<file path="src/rtl/jof32_pkg.sv">
// jof32_pkg: shared widths, stage states and the MEM/WB bundle type for the JOF32 pipeline
package jof32_pkg;
    localparam int DATA_W = 32;
    localparam int REG_ADDR_W = 4;
    typedef enum logic {IDLE, WAIT} state_e;
    typedef struct packed {
        logic [DATA_W-1:0] result_mem;
        logic [DATA_W-1:0] result_alu;
        logic sel_wb;
        logic reg_wr;
        logic [REG_ADDR_W-1:0] dir_wb;
        logic valid;
    } mem_wb_t;
endpackage

</file>
<file path="src/rtl/mem_wb_reg.sv">
// mem_wb_reg: MEM/WB pipeline register; a bubble clears the whole bundle
module mem_wb_reg
    import jof32_pkg::*;
(
    input  logic    clk,
    input  logic    rst,
    input  logic    bubble_i,
    input  mem_wb_t d_i,
    output mem_wb_t q_o
);
    always_ff @(posedge clk) begin
        if (rst || bubble_i) q_o <= '0;
        else q_o <= d_i;
    end
endmodule

</file>
<file path="src/rtl/mem_access_stage.sv">
// mem_access_stage: JOF32 memory stage with req/ack data-memory handshake and timeout.
// MEM_ALIGN_CHECK_EN rejects misaligned memops in IDLE with a mem_err pulse.
module mem_access_stage
    import jof32_pkg::*;
#(
    parameter int DATA_W = jof32_pkg::DATA_W,
    parameter int REG_ADDR_W = jof32_pkg::REG_ADDR_W,
    parameter int TIMEOUT_CYCLES = 255
) (
    input  logic                  clk,
    input  logic                  rst,
    input  logic                  valid_in,
    input  logic [DATA_W-1:0]     result_alu_in,
    input  logic [DATA_W-1:0]     store_data_in,
    input  logic                  mem_rd_in,
    input  logic                  mem_wr_in,
    input  logic                  sel_wb_in,
    input  logic                  reg_wr_in,
    input  logic [REG_ADDR_W-1:0] dir_wb_in,
    output logic                  stall_out,
    output logic                  dmem_req,
    output logic                  dmem_we,
    output logic [DATA_W-1:0]     dmem_addr,
    output logic [DATA_W-1:0]     dmem_wdata,
    input  logic [DATA_W-1:0]     dmem_rdata,
    input  logic                  dmem_ack,
    output logic                  valid_out,
    output logic [DATA_W-1:0]     result_mem,
    output logic [DATA_W-1:0]     result_alu,
    output logic                  sel_wb,
    output logic                  reg_wr_out,
    output logic [REG_ADDR_W-1:0] dir_wb_out,
    output logic                  mem_err
);
    state_e st_q, st_d;
    logic req_q, req_d, we_q, we_d, sel_q, sel_d, rw_q, rw_d, err_q, err_d, bubble;
    logic [DATA_W-1:0] addr_q, addr_d, wdata_q, wdata_d;
    logic [REG_ADDR_W-1:0] dir_q, dir_d;
    logic [15:0] cnt_q, cnt_d;
    mem_wb_t wb_d, wb_q;
    logic memop, misal, timeout;

    assign memop = valid_in & (mem_rd_in | mem_wr_in);
`ifdef MEM_ALIGN_CHECK_EN
    assign misal = result_alu_in[1:0] != 2'b00;
`else
    assign misal = 1'b0;
`endif
    assign timeout = cnt_q == 16'(TIMEOUT_CYCLES - 1);

    always_comb begin
        st_d = st_q;
        req_d = req_q;
        we_d = we_q;
        addr_d = addr_q;
        wdata_d = wdata_q;
        sel_d = sel_q;
        rw_d = rw_q;
        dir_d = dir_q;
        cnt_d = cnt_q;
        err_d = 1'b0;
        bubble = 1'b0;
        stall_out = 1'b0;
        wb_d = '0;
        if (st_q == IDLE) begin
            if (memop && !misal) begin
                stall_out = 1'b1;
                st_d = WAIT;
                req_d = 1'b1;
                we_d = mem_wr_in & ~mem_rd_in;
                addr_d = result_alu_in;
                wdata_d = store_data_in;
                sel_d = sel_wb_in;
                rw_d = reg_wr_in;
                dir_d = dir_wb_in;
                cnt_d = '0;
                bubble = 1'b1;
            end else begin
                // a misaligned memop lands here too: retired as a non-writing error
                wb_d = '{result_mem: '0, result_alu: result_alu_in, sel_wb: sel_wb_in,
                         reg_wr: reg_wr_in & valid_in & ~memop, dir_wb: dir_wb_in, valid: valid_in};
                err_d = memop;
            end
        end else if (dmem_ack) begin
            wb_d = '{result_mem: we_q ? '0 : dmem_rdata, result_alu: addr_q, sel_wb: sel_q,
                     reg_wr: rw_q, dir_wb: dir_q, valid: 1'b1};
            req_d = 1'b0;
            st_d = IDLE;
        end else if (timeout) begin
            wb_d = '{result_mem: '0, result_alu: addr_q, sel_wb: sel_q,
                     reg_wr: 1'b0, dir_wb: dir_q, valid: 1'b1};
            err_d = 1'b1;
            req_d = 1'b0;
            st_d = IDLE;
        end else begin
            stall_out = 1'b1;
            cnt_d = cnt_q + 16'd1;
            bubble = 1'b1;
        end
    end

    always_ff @(posedge clk) begin
        if (rst) begin
            st_q <= IDLE;
            req_q <= 1'b0;
            we_q <= 1'b0;
            addr_q <= '0;
            wdata_q <= '0;
            sel_q <= 1'b0;
            rw_q <= 1'b0;
            dir_q <= '0;
            cnt_q <= '0;
            err_q <= 1'b0;
        end else begin
            st_q <= st_d;
            req_q <= req_d;
            we_q <= we_d;
            addr_q <= addr_d;
            wdata_q <= wdata_d;
            sel_q <= sel_d;
            rw_q <= rw_d;
            dir_q <= dir_d;
            cnt_q <= cnt_d;
            err_q <= err_d;
        end
    end

    mem_wb_reg u_mem_wb_reg (
        .clk     (clk),
        .rst     (rst),
        .bubble_i(bubble),
        .d_i     (wb_d),
        .q_o     (wb_q)
    );

    assign dmem_req = req_q;
    assign dmem_we = we_q;
    assign dmem_addr = addr_q;
    assign dmem_wdata = wdata_q;
    assign valid_out = wb_q.valid;
    assign result_mem = wb_q.result_mem;
    assign result_alu = wb_q.result_alu;
    assign sel_wb = wb_q.sel_wb;
    assign reg_wr_out = wb_q.reg_wr & wb_q.valid;
    assign dir_wb_out = wb_q.dir_wb;
    assign mem_err = err_q;
endmodule

</file>
<file path="config.mk">
export PLATFORM = sky130hd
export DESIGN_NAME = mem_access_stage
export DESIGN_NICKNAME = d
export VERILOG_FILES = /design/src/rtl/jof32_pkg.sv /design/src/rtl/mem_wb_reg.sv /design/src/rtl/mem_access_stage.sv
export SDC_FILE = /design/constraint.sdc
export NUM_CORES = 1
export LEC_CHECK = 0
export CAP_MARGIN = 20
export CORE_UTILIZATION = 40
export CTS_CLUSTER_SIZE = 10
export DETAILED_ROUTE_END_ITERATION = 10
export GPL_ROUTABILITY_DRIVEN = 0
export PLACE_DENSITY = 0.74
export SKIP_LAST_GASP = 1
export SLEW_MARGIN = 25
export SYNTH_ARGS = -nofsm -noshare
export SYNTH_HDL_FRONTEND = slang
export SYNTH_SLANG_ARGS = --single-unit
</file>
<file path="constraint.sdc">
create_clock -name clk -period 1.9 [get_ports clk]
set_clock_uncertainty 0.1 [all_clocks]
set_input_delay 0.475 -clock clk [delete_from_list [all_inputs] [get_ports clk]]
set_output_delay 0.475 -clock clk [all_outputs]
set_load 0.02 [all_outputs]
</file>
==> impl_metrics.env <==
export IMPL_io_pins=247
export IMPL_yosys_most_used_dff="dfxtp_1"
export IMPL_synth_most_common_cell="nand2_1"
export IMPL_dieArea_mm2=0.01730
export IMPL_grt_antenna_before_repair=1
export IMPL_maxCapViolCount=0
export IMPL_drt_iter0_markers=213
export IMPL_syn_area_per_cell_um2=9.096
export IMPL_critPathRequiredTime_ns=1.32
export IMPL_cts_clk_slew_worst_paths_ns=0.06
export IMPL_power_leakage_nw=4.383
export IMPL_cts_made_buffers=17
export IMPL_synth_edf_count=0
export IMPL_drtAntennaViolNets=0
export IMPL_fill_cells=1411
export IMPL_path_class="reg2out"
export IMPL_clk_path_buf_depth=2
export IMPL_grt_overflow_total=0
export IMPL_period_minus_slack_ns=2.244
export IMPL_layout_setup_ws_ns=-0.3439
export IMPL_power_density_mw_per_mm2=805.5
export IMPL_synth_seq_area_share=0.4801
export IMPL_wirelength_um=18610
export IMPL_start_util=0.4165
export IMPL_place_hpwl_um=11950
export IMPL_crit_fanout=2
export IMPL_hp_class="in2reg"
export IMPL_clock_sinks=161
export IMPL_rsz0062_at_grt="yes"
export IMPL_netlist_top_cells_count="nand2_1, dfxtp_1, a21oi_1"
export IMPL_root_buffer="clkbuf_16"
export IMPL_grt_usage=0.2163
export IMPL_relSlewSlack=0.6199
export IMPL_ys_seq_elements=161
export IMPL_finalPower_mw=8.022
export IMPL_dieHeight_um=131.5
export IMPL_via_per_inst=4.882
export IMPL_preCtsSetupSlack_ns=-0.6125
export IMPL_final_hold_viol_count=0
export IMPL_htreeDepth=4
export IMPL_core_area_mm2=0.01612
export IMPL_place_area_mm2=0.009107
export IMPL_vias=5790
export IMPL_syn_instance_count=738
export IMPL_endpoint_kind="output pin"
export IMPL_rr_worst_depth=10
export IMPL_wire_per_inst_um=15.69
export IMPL_synth_cell_type_count=40
export IMPL_startpoint_type="register"
export IMPL_syn_area_mm2=0.006713
export IMPL_fmax_mhz=445.7
export IMPL_yosys_warnings=0
export IMPL_finalSetupViolations=28
export IMPL_maxSlewViolCount=0
export IMPL_grt_pass1_wl_um=29780
export IMPL_min_path_cells=2
export IMPL_outcome="complete, but fails checks"
export IMPL_period_share=1.181
export IMPL_drive_gt1_frac=0.2095
export IMPL_cp_data_arrival_time_ns=1.67
export IMPL_drc=0
export IMPL_firstDrtPassIters=5
export IMPL_syn_to_final_growth_pct=48.35
export IMPL_hold_slack_ns=0.2296
export IMPL_synth_top_area_share=0.4801
export IMPL_ir_drop_mv=0.6808
export IMPL_io_buffer_count=246
export IMPL_grt_max_degree=73
export IMPL_design_area_mm2=0.009958
export IMPL_fin_nets=1066
export IMPL_synth_area_leaders="dfxtp_1, nand2_1, buf_4"
export IMPL_chipWidth_um=131.5
export IMPL_grt_pass1_vias=5746
export IMPL_tritoncts="yes"
export IMPL_synth_largest_area_cell="dfxtp_1"
export IMPL_syn_num_nets=848
export IMPL_worstSkewPairLatency_ns=0.42
export IMPL_worstMarginPinSlew_ns=0.5702
export IMPL_rows=46
export IMPL_violations="negative setup slack"
export IMPL_synthArstFlopShare=0
registers in the layout, indices dropped and copies added (netlist names):
signal,cells
cnt_q,16
dir_q,4
dmem_addr,32
dmem_req,1
dmem_wdata,32
dmem_we,1
mem_err,1
rw_q,1
sel_q,1
st_q,1
u_mem_wb_reg.q_o,71
cells by family after synthesis:
logic type,after synthesis,synth area share
AOI/OAI and AO/OA,183,0.2041
and+or+nand+nor,269,0.1862
DFF,161,0.4801
xor gates and xnor gates,1,0.001305
adders and majority gates,2,0.003727
buffers and inverters,122,0.1245
metrics by stage:
| stage | std cells | utilization | TNS (ns) |
|---|---|---|---|
| 3_3_place_gp | 1134 | 0.5651 | -44.87 |
| 5_1_grt | 1186 | 0.6179 | -4.684 |
| 6_report | 1186 | 0.6179 | -2.176 |
| 4_1_cts | 1179 | 0.6043 | -3.781 |
| 3_5_place_dp | 1134 | 0.5651 | -52.14 |
| 2_1_floorplan | 738 | - | 0 |
placed cells by master, fill, tap and decap left out, types with 6 or more instances in the layout:
cell	synthesis	final
clkdlybuf4s50_1	0	105
dlygate4sd2_1	0	136
clkbuf_16	0	20
nand3_1	7	7
buf_6	3	9
a21oi_1	89	86
and2_1	34	34
buf_12	5	7
o211ai_2	37	33
buf_4	70	44
a21oi_2	37	38
o31ai_1	8	6
nand2_1	187	184
dfxtp_1	161	157
routing by layer:
metal	track usage	up-vias	share of wire
li1	-	2855	-
met1	0.2516	2678	0.43
met2	0.3592	224	0.47
met3	0.07407	33	0.078
met4	0.09367	0	0.027
met5	0	-	0
power by group:
group	leakage [nW]	total [mW]	switching [mW]	internal, mW
logic	2.80	1.18	0.647	0.531
clock network	0.269	3.25	1.35	1.90
registers	1.31	3.59	0.0761	3.52
area by class of cell:
cell class                      instances  area (µm²)  share of cell area
Antenna cell                            1       2.502           0.0002513
Tap cell                              216       270.3             0.02714
Inverter                                5       18.77            0.001885
Clock buffer                           23       478.0             0.04800
Multi-Input combinational cell        455        2786              0.2798
Sequential cell                       161        3228              0.3242
Clock inverter                          9       81.33            0.008167
Timing Repair Buffer                  316        3093              0.3106
path summary, 6_finish.rpt:
kind,from,endpoint,slack (ns)
worst min register to register,dmem_wdata[17]$_SDFFE_PP0P_,dmem_wdata[17]$_SDFFE_PP0P_,0.35
worst max-delay path,cnt_q[0]$_SDFFE_PP0P_,stall_out,-0.34
worst min-delay path,rst,st_q$_SDFF_PP0_,0.23
worst max register to register,cnt_q[0]$_SDFFE_PP0P_,u_mem_wb_reg.q_o[10]$_SDFF_PP0_,-0.10
worst max-delay path, cell delays in order (launching register included):
cell     delay (ns)
dfxtp_2        0.32
inv_2          0.07
ha_4           0.12
and4b_1        0.21
nand4_1        0.17
nand2_2        0.14
nand2_2        0.07
buf_6          0.13
what timing repair did:
item	4_1_cts	5_1_grt
gates cloned	4	3
endpoints found under the setup margin	160	61
gates resized for setup	153	39
hold buffers	0	0
buffers inserted	11	4
endpoints found under the hold margin	0	0
pin swaps	8	21
Note: power is estimated with default switching activity, not from simulation.
